**config.mk**
```make
export PLATFORM = sky130hd
export DESIGN_NAME = mux4_rr_arbiter
export DESIGN_NICKNAME = d
export VERILOG_FILES = /design/src/rtl/mux4_rr_arbiter_pkg.sv /design/src/rtl/mux4_rr_arbiter_mux4.sv /design/src/rtl/mux4_rr_arbiter.sv
export SDC_FILE = /design/constraint.sdc
export NUM_CORES = 1
export LEC_CHECK = 0
export CORE_MARGIN = 4
export CORE_UTILIZATION = 32
export DETAILED_ROUTE_END_ITERATION = 6
export GPL_TIMING_DRIVEN = 0
export PLACE_DENSITY_LB_ADDON = 0.15
export SYNTH_ARGS = -nofsm -noshare
export SYNTH_HDL_FRONTEND = slang
export SYNTH_SLANG_ARGS = --single-unit
```
**constraint.sdc**
```tcl
create_clock -name clk -period 2.1 [get_ports clk]
set_input_delay 0.42 -clock clk [delete_from_list [all_inputs] [get_ports clk]]
set_output_delay 0.42 -clock clk [all_outputs]
set_load 0.02 [all_outputs]
```
**src/rtl/mux4_rr_arbiter_pkg.sv**
```systemverilog
// mux4_rr_arbiter_pkg: shared constants and rotate-priority helper for the round-robin arbiter
package mux4_rr_arbiter_pkg;
    localparam int NUM_REQ = 4;
    localparam int SEL_W = 2;
    localparam logic [SEL_W-1:0] PTR_RST = 2'd3;

    // Scan from the top candidate (ptr itself) down to ptr+1 so the last hit is the highest priority.
    function automatic logic [SEL_W-1:0] rr_pick(input logic [NUM_REQ-1:0] r, input logic [SEL_W-1:0] p);
        logic [SEL_W-1:0] w;
        logic [SEL_W-1:0] idx;
        w = p;
        for (int k = NUM_REQ; k >= 1; k--) begin
            idx = p + SEL_W'(k);
            if (r[idx]) w = idx;
        end
        return w;
    endfunction
endpackage

```
**src/rtl/mux4_rr_arbiter_mux4.sv**
```systemverilog
// mux4_w: WIDTH-bit 4:1 combinational multiplexer
module mux4_w #(
    parameter int WIDTH = 8
) (
    input  logic [WIDTH-1:0] a,
    input  logic [WIDTH-1:0] b,
    input  logic [WIDTH-1:0] c,
    input  logic [WIDTH-1:0] d,
    input  logic [1:0]       s,
    output logic [WIDTH-1:0] y
);
    always_comb y = s[1] ? (s[0] ? d : c) : (s[0] ? b : a);
endmodule

```
**src/rtl/mux4_rr_arbiter.sv**
```systemverilog
// mux4_rr_arbiter: round-robin arbiter over a shared 4:1 mux with a registered valid/ready output slot
module mux4_rr_arbiter
    import mux4_rr_arbiter_pkg::*;
#(
    parameter int WIDTH = 8
) (
    input  logic               clk,
    input  logic               rst,
    input  logic [NUM_REQ-1:0] req,
    input  logic [WIDTH-1:0]   data0,
    input  logic [WIDTH-1:0]   data1,
    input  logic [WIDTH-1:0]   data2,
    input  logic [WIDTH-1:0]   data3,
    output logic [NUM_REQ-1:0] gnt,
    output logic [SEL_W-1:0]   s,
    output logic               out_valid,
    output logic [WIDTH-1:0]   out_data,
    output logic [SEL_W-1:0]   out_src,
    input  logic               out_ready
);
    logic [SEL_W-1:0] ptr;
    logic [SEL_W-1:0] pick;
    logic [WIDTH-1:0] mux_y;
    logic             free;
    logic             take;

    assign free = !out_valid || out_ready;
    assign pick = rr_pick(req, ptr);
    // Gating with rst makes gnt and s drop the instant reset asserts, not at the next edge.
    assign take = !rst && free && |req;
    assign s    = rst ? '0 : (take ? pick : ptr);
    assign gnt  = take ? NUM_REQ'(1) << pick : '0;

    mux4_w #(.WIDTH(WIDTH)) u_mux (
        .a(data0),
        .b(data1),
        .c(data2),
        .d(data3),
        .s(s),
        .y(mux_y)
    );

    always_ff @(posedge clk or posedge rst) begin
        if (rst) begin
            out_valid <= 1'b0;
            out_data  <= '0;
            out_src   <= '0;
            ptr       <= PTR_RST;
        end else if (take) begin
            out_valid <= 1'b1;
            out_data  <= mux_y;
            out_src   <= pick;
            ptr       <= pick;
        end else if (free) begin
            out_valid <= 1'b0;
        end
    end
endmodule

```
[Yosys cells after proc, flatten, opt, wreduce, memory -nomap -nowiden]
Index checks and enable logic that the tools add are counted.
Storage, ports and cells
  flip-flop bits (word level): 13
  input bits: 39
  output and inout bits: 17
  logic and storage cells: 35
Operators by class
  add/subtract/negate cells: 3
  $lt $le $gt $ge: 3
  shift-type cells: 1
  mux-type cells: 17
  reduce and logical (&&, ||, !) cells: 7
Operators with widths (number)
  $mux W8: 3
  $mux W2: 5
  $lt A2 B3 Y1 const B: 3
  $bmux W1 S2: 3
  $mux W1: 5
  $add A2 B2 Y2 const B: 2
  $mux W4: 1
  $reduce_or A4 Y1: 1
  $shl A1 B2 Y4 const A: 1
  $add A2 B1 Y2 const B: 1
  $logic_and A1 B1 Y1: 2
  $logic_not A1 Y1: 2
  $reduce_bool A2 Y1: 1
  $logic_or A1 B1 Y1: 1

[Longest topological paths before layout]
Gate-level depths: netlist of run 1.
  word-level depth: 10
  gate-level depth with buffers: 7
  depth with buffers taken out: 5

[Modules after synthesis]
From an unflattened synthesis of run 1, not the netlist that was laid out.
Unflattened totals
  cell total of the unflattened synthesis: 66
  area, all modules: 863.3 um2
Modules (own cells, without submodules)
  mux4_rr_arbiter: times used 1, cells each 56, area an instance 666.9 um2, seq. area each 327.8 um2
  mux4_w: times used 1, cells each 10, area an instance 196.4 um2, seq. area each 0.0 um2

[Least setup slack after synthesis of run 1]
Ideal clock, no wire load.
  path type: reg-to-output
  from: register ptr[1]
  to: output port gnt[2]
  data arrival time: 1722 ps
  data required time: 1680 ps
  setup slack: -42 ps
  cell stages (with the launch flop): 5
  path through: dfstp_2 > or3b_2 > a21oi_1 > a2bb2oi_2 > and2_1
Between the ends
  cells in the longest elaborated chain, start to end: 8
Ends and longest elaborated chain
  start: declaration: line mux4_rr_arbiter.sv:21  | logic [SEL_W-1:0] ptr;
  start signal: assignment: line mux4_rr_arbiter.sv:53  | ptr <= pick;
  $add A2 B2 Y2: line mux4_rr_arbiter_pkg.sv:13  | idx = p + SEL_W'(k);
  $bmux W1 S2: line mux4_rr_arbiter_pkg.sv:14  | if (r[idx]) w = idx;
  $mux W1 (implied by the code): line mux4_rr_arbiter_pkg.sv:14
  $mux W2 (2 in series): line mux4_rr_arbiter_pkg.sv:14
  $mux W2 *: line mux4_rr_arbiter_pkg.sv:14
  $shl A1 B2 Y4 *: line mux4_rr_arbiter.sv:32  | assign gnt = take ? NUM_REQ'(1) << pick : '0;
  $mux W4 *: line mux4_rr_arbiter.sv:32
  end: declaration: line mux4_rr_arbiter.sv:14  | output logic [NUM_REQ-1:0] gnt,
Mark *: on every way between the ends. The rest lies on a longest branch, timed or not. The select of a mux whose other input is x is not followed.

[Worst setup path after layout of run 1]
  from: input port req[2]
  to: output port s[1]
Between the ends
  cells in the longest elaborated chain, start to end: 7
Ends and longest elaborated chain
  start: declaration: line mux4_rr_arbiter.sv:9  | input logic [NUM_REQ-1:0] req,
  $bmux W1 S2: line mux4_rr_arbiter_pkg.sv:14
  $mux W1 (implied by the code): line mux4_rr_arbiter_pkg.sv:14
  $mux W2 (3 in series): line mux4_rr_arbiter_pkg.sv:14
  $mux W2 *
  $mux W2 *: line mux4_rr_arbiter.sv:31  | assign s = rst ? '0 : (take ? pick : ptr);
  end: declaration: line mux4_rr_arbiter.sv:15  | output logic [SEL_W-1:0] s,
Marks and branches as above.

==> results of run 1 <==
## path summary, 6_finish.rpt
check	start	to	slack (ns)	depth (start not counted)
worst min register to register	out_src[1]$_DFFE_PP0N_	out_src[1]$_DFFE_PP0N_	0.50	1
worst max-delay path	req[2]	s[1]	-0.23	7
worst min-delay path	rst	out_valid$_DFFE_PP0P_	0.34	3
worst max register to register	ptr[1]$_DFF_PP1_	out_data[6]$_DFFE_PP0N_	-0.03	8
min in group clk	out_src[1]$_DFFE_PP0N_	out_src[1]$_DFFE_PP0N_	0.50	1
max in group asynchronous	rst	ptr[1]$_DFF_PP1_	1.48	4
## cell families after synthesis
family / Yosys count / synth area share, %
DFF: 13 / 37.3
AOI/OAI and AO/OA: 19 / 18.9
and+or+nand+nor: 46 / 27.7
buffers and inverters: 9 / 4.69
muxes: 10 / 11.4
## layout make-up
class / count / area (µm²)
fill: 189 / 737
timing repair buffer: 73 / 689
multi-input combinational: 75 / 674
sequential: 13 / 328
buffer: 4 / 37.5
tap: 30 / 37.5
clock buffer: 4 / 26.3
inverter: 3 / 15.0
## metrics by stage
step / setup WS, ns / power (W) / TNS (ns) / hold slack, ns / std cells
detailed placement: -1.34 / 0.00108 / -12.81 / 0.485 / 182
floorplan: -0.0200 / 0.000757 / -0.0335 / 0.333 / 97
finish: -0.227 / 0.00150 / -1.12 / 0.338 / 202
global route: -0.274 / 0.00158 / -1.75 / 0.332 / 202
CTS: -0.177 / 0.00139 / -0.858 / 0.320 / 198
global placement: -1.33 / 0.00107 / -12.47 / 0.474 / 182
## worst min-delay path, cell delays in order
cell and delay, ns:
dlygate4sd2_1 0.28, clkinvlp_4 0.11, buf_4 0.13
## power groups by stage
stage	clock, W	combinational (W)	sequential [W]
global route	0.000181	0.000981	0.000418
floorplan	0	0.000279	0.000477
finish	0.000162	0.000928	0.000406
detailed placement	0	0.000690	0.000393
CTS	0.000166	0.000818	0.000402
global placement	0	0.000680	0.000392
## cells in the mapped netlist, drive strengths merged
master / n
a31oi: 1
a2bb2oi: 1
nand3: 10
and3: 2
o2111ai: 8
a21bo: 1
or3b: 1
and2: 2
a221o: 1
nor2: 7
o21ai: 1
inv: 3
nor2b: 2
a211oi: 1
nand4: 8
nand2b: 1
or4: 1
o21a: 1
dfstp: 2
a21boi: 1
dfrtp: 11
buf: 1
mux2i: 10
clkbuf: 5
a221oi: 1
a21oi: 1
nor3b: 1
o221ai: 1
nand2: 11
## sequential cells by signal, summed over array words and instances, names as in the netlist
name       flops
out_data       8
out_src        2
ptr            2
out_valid      1
## what timing repair did
action | 4_1_cts | 5_1_grt
hold buffers | 0 | 0
gates resized for setup | 78 | 21
setup buffers | 13 | 5
setup endpoints to repair | 15 | 14
cloned | 0 | 0
pin swaps | 6 | 4
## metal layers
metal  vias up  wire [µm]  track usage (%)
met5         -          0                0
met4         0         48             8.05
met3         6        328             5.11
met2        51       1760             32.3
met1       508       1400             23.7
li1        523          -                -
==> impl_metrics.yaml, run 1 <==
route:
  drt-total-wl_um: 3540
  vias: 1088
  ant_nets: 0
  first_pass_iters: 4
  wl_per_cell_um: 17.5
  vias_per_cell: 5.39
  drc: 0
  first_iter_violations: 28
outcome:
  outcome: "finished, violations left"
  violations: "setup timing"
die:
  core_area_um2: 2540
  fp.dieH_um: 60.4
  fp.dieW_um: 60.4
  io_pins: 56
  rows: 18
  start_util_pct: 34.6
  dieArea_um2: 3650
cts:
  cts_inserted_buffers: 3
  clk_latency_ns: 0.28
  htree_levels: 1
  cts-root-buf: "clkbuf_4"
  clk_pin_slew_ns: 0.08
  clockBufferDepth: 2
  cts_sinks: 13
  cts_tree: "built"
global_routing:
  gr-usage-all-layers_pct: 19.4
  grt_max_degree: 11
  antenna_found_initial: 0
  grt_pass1_wl_um: 5180
  grt_overflow: 0
  grt_pass1_vias: 1099
timing:
  skew_ns: 0.00675
  worst_pin_slew_ns: 0.478
  setup_viol: 7
  final.period_utilization_pct: 111
  drv_slew: 0
  slew_headroom_pct: 68.1
  hold_viol: 0
  period_needed_ns: 2.33
  rsz0062_at_grt: "yes"
  fin_ws_ns: -0.227
  fmax_ghz: 0.430
placement:
  io_buffers: 55
  postPlaceCellArea_um2: 1470
  post-dp-hpwl_um: 2220
  gp_congestion: 0.698
setup_path:
  critical_path.max_stage_delay_ns: 0.46
  worst_setup_path_start_kind: "input port"
  worstPathMaxFanout: 6
  required_ns: 1.68
  cpMaxStageDelayCell: "or4_4"
  end_kind: "primary output"
  crit_family: "simple AND/OR/NAND/NOR gates"
  crit_type: "in2out"
  crit_chain: "clkdlybuf4s15_2 -> or4_4 -> and3_4 -> nand3_4 -> a21boi_2 -> and2_2 -> buf_4"
  path_buf_inv: 2
  crit_arrival_ns: 1.91
finish:
  fin_util_pct: 71.0
  nets: 212
  final_common_cell: "clkdlybuf4s50_1"
  drive_above_1_share_pct: 37.8
  diodes: 0
  fin_area_um2: 1810
  syn_to_final_growth_pct: 106
  layout_common_cells: "44 x clkdlybuf4s50_1, 19 x buf_4, 11 x dfrtp_1, 10 x nand2_1"
yosys:
  syn_area_um2: 880
  synthCells: 97
  avgSynthCellArea_um2: 9.07
  ys_ff_latch: 13
  yosys.cell_types.count: 30
  yosys.area.top_type: "dfrtp_1"
  synth_warnings: 0
  yosysSeqAreaShare_pct: 37.3
  synth_area_leaders: "dfrtp_1 31%, mux2i_1 11%, o2111ai_1 8.0%"
  yosysTopAreaCellShare_pct: 31.3
  synth_nets: 136
power_and_ir_drop:
  ir_drop_uv: 548
  pwr-share-seq_pct: 27.1
  comb_power_share_pct: 62.0
  power_density_nw_per_um2: 827
  leakage_nw: 0.719
  switching_share_pct: 39.9
  switchingPower_w: 0.000597
  internal_power_w: 0.000898
  pwr-share-clk_pct: 10.8
worst_hold_path:
  hold_class: "in2async"
run:
  drv_cap: 0
No activity file was read; power rests on OpenSTA's default activity.
==> run 2: changes to the inputs <==
--- a/config.mk
+++ b/config.mk
@@ -5,7 +5,7 @@
 export SDC_FILE = /design/constraint.sdc
 export NUM_CORES = 1
 export LEC_CHECK = 0
-export CORE_MARGIN = 4
+export CORE_MARGIN = 2
 export CORE_UTILIZATION = 32
 export DETAILED_ROUTE_END_ITERATION = 6
 export GPL_TIMING_DRIVEN = 0
@@ -13,3 +13,4 @@
 export SYNTH_ARGS = -nofsm -noshare
 export SYNTH_HDL_FRONTEND = slang
 export SYNTH_SLANG_ARGS = --single-unit
+export TNS_END_PERCENT = 50
==> run 2 against run 1 <==
  * Register-to-register slack got worse by 0.02 ns
  * Worst hold slack improved by 0.16 ns
  * Worst setup slack got worse by 0.0024 ns
  * Clock skew fell by 0.0058 ns
  * Global-route usage rose by 1.2 points
  * The run still ends with setup timing left
  * Fmax fell by 0.10%
  * Routed wire length fell by 1.4%
  * Sequential power fell by 2%
==> impl_metrics.yaml, run 2 (same netlist as run 1, synthesis figures left out) <==
finish:
  syn_to_final_growth_pct: 101
  largestRegisters: "out_data x8, out_src x2, ptr x2"
  diodes: 0
  regMostFlops: "out_data"
  layout_common_cells: "44 x clkdlybuf4s50_1, 16 x buf_4, 11 x dfrtp_1, 10 x mux2i_1, 10 x nand2_1"
  largest_reg_flops: 8
  final_common_cell: "clkdlybuf4s50_1"
  nets: 210
  nFillCells: 235
  drive_above_1_share_pct: 33.5
power_and_ir_drop:
  pwr-share-clk_pct: 11.2
  switching_share_pct: 40.1
  leakage_nw: 0.720
  ir_drop_uv: 632
  switchingPower_w: 0.000575
  comb_power_share_pct: 60.9
  internal_power_w: 0.000857
  pwr-share-seq_pct: 27.8
  total_power_w: 0.00143
  power_density_nw_per_um2: 808
placement:
  io_buffers: 55
  dp_slack_ns: -1.40
  gp_congestion: 0.795
  post-dp-hpwl_um: 2110
route:
  first_pass_iters: 4
  first_iter_violations: 27
  vias_per_cell: 5.51
  drt-total-wl_um: 3490
  vias: 1107
  drc: 0
  wl_per_cell_um: 17.4
  ant_nets: 0
setup_path:
  worstPathMaxFanout: 5
  critical_path.max_stage_delay_ns: 0.59
  crit_chain: "mux2i_1 -> a221oi_2 -> a211oi_2 -> buf_6 -> buf_2"
  required_ns: 1.68
  path_buf_inv: 2
  crit_type: "reg2out"
  cpMaxStageDelayCell: "dfstp_2"
  end_kind: "primary output"
  crit_family: "flip-flops"
  crit_arrival_ns: 1.91
  worst_setup_path_start_kind: "register"
cts:
  cts-root-buf: "clkbuf_4"
  clk_latency_ns: 0.27
  cts_tree: "built"
  ctsHoldBuffers: 0
  clockBufferDepth: 2
  cts_inserted_buffers: 3
  cts_sinks: 13
  htree_levels: 1
  clk_pin_slew_ns: 0.09
outcome:
  violations: "setup timing"
  outcome: "finished, violations left"
timing:
  fmax_ghz: 0.429
  setup_viol: 14
  period_needed_ns: 2.33
  drv_slew: 0
  rsz0062_at_grt: "yes"
  hold_viol: 0
  final.period_utilization_pct: 111
  worst_pin_slew_ns: 0.516
  fin_ws_ns: -0.230
  fin_tns_setup_ns: -1.20
  slew_headroom_pct: 65.6
  skew_ns: 0.000932
global_routing:
  grt_pass1_wl_um: 5100
  grt_overflow: 0
  gr-usage-all-layers_pct: 20.6
  grt_pass1_vias: 1132
  grt_max_degree: 16
  antenna_found_initial: 0
die:
  io_pins: 56
  fp.dieH_um: 56.4
  core_area_um2: 2690
  rows: 19
  fp.dieW_um: 56.4
  dieArea_um2: 3180
  start_util_pct: 32.7
worst_hold_path:
  hold_class: "reg2reg"
run:
  drv_cap: 0
-- run 2: power groups by stage --
| stage | combinational [W] | sequential [W] | clock [W] |
|---|---|---|---|
| 6_report | 0.000872 | 0.000399 | 0.000161 |
| 5_1_grt | 0.000919 | 0.000410 | 0.000181 |
| 4_1_cts | 0.000797 | 0.000396 | 0.000168 |
| 3_5_place_dp | 0.000683 | 0.000392 | 0 |
| 3_3_place_gp | 0.000678 | 0.000391 | 0 |
| 2_1_floorplan | 0.000279 | 0.000477 | 0 |
-- run 2: path summary, 6_finish.rpt --
path / start / to / slack, ns / depth (start not counted)
setup / recovery: ptr[1]$_DFF_PP1_ / s[0] / -0.23 / 5
hold / removal: out_src[1]$_DFFE_PP0N_ / out_src[1]$_DFFE_PP0N_ / 0.50 / 1
setup reg to reg: ptr[1]$_DFF_PP1_ / out_data[6]$_DFFE_PP0N_ / -0.05 / 7
hold reg to reg: out_src[1]$_DFFE_PP0N_ / out_src[1]$_DFFE_PP0N_ / 0.50 / 1
max in group asynchronous: rst / ptr[0]$_DFF_PP1_ / 1.34 / 4
min in group asynchronous: rst / out_data[5]$_DFFE_PP0N_ / 0.52 / 4
-- run 2: layer usage --
layer  wire length (µm)  track usage [%]  vias to the layer above
met5                  0                0                        -
met4                 38             8.50                        0
met3                149             3.92                        4
met2               1880             36.9                       36
met1               1420             23.7                      549
li1                   -                -                      518
-- run 2: timing repair --
| action | in CTS | in global routing |
|---|---|---|
| setup endpoints to repair | 15 | 14 |
| pin swaps | 8 | 3 |
| setup buffers | 11 | 4 |
| hold endpoints to repair | 0 | 0 |
| gates resized for setup | 82 | 16 |
-- run 2: final cells by class --
class / instances / area, µm² / share of cell area, %
plain buffers: 5 / 57.6 / 3.25
inverters: 3 / 15.0 / 0.847
flip-flops and latches: 13 / 328 / 18.5
multi-input cells: 75 / 639 / 36.1
clock buffers: 4 / 26.3 / 1.48
well taps: 31 / 38.8 / 2.19
repair buffers: 70 / 667 / 37.6
-- run 2: stage by stage --
| step | utilization, % | hold WS [ns] | cell area, µm² | instances |
|---|---|---|---|---|
| 6_report | 66.0 | 0.497 | 1770 | 201 |
| 5_1_grt | 66.0 | 0.529 | 1770 | 201 |
| 4_1_cts | 62.4 | 0.479 | 1680 | 197 |
| 3_5_place_dp | 54.8 | 0.485 | 1470 | 183 |
| 3_3_place_gp | 54.8 | 0.476 | 1470 | 183 |
| 2_1_floorplan | - | 0.333 | 882 | 97 |
==> run 3: changes to the inputs <==
--- a/config.mk
+++ b/config.mk
@@ -7,6 +7,7 @@
 export LEC_CHECK = 0
 export CORE_MARGIN = 2
 export CORE_UTILIZATION = 32
+export CTS_CLUSTER_SIZE = 8
 export DETAILED_ROUTE_END_ITERATION = 6
 export GPL_TIMING_DRIVEN = 0
 export PLACE_DENSITY_LB_ADDON = 0.15
==> results of run 3 <==
The final DEF is identical to that of run 2; final timing and power are the same.
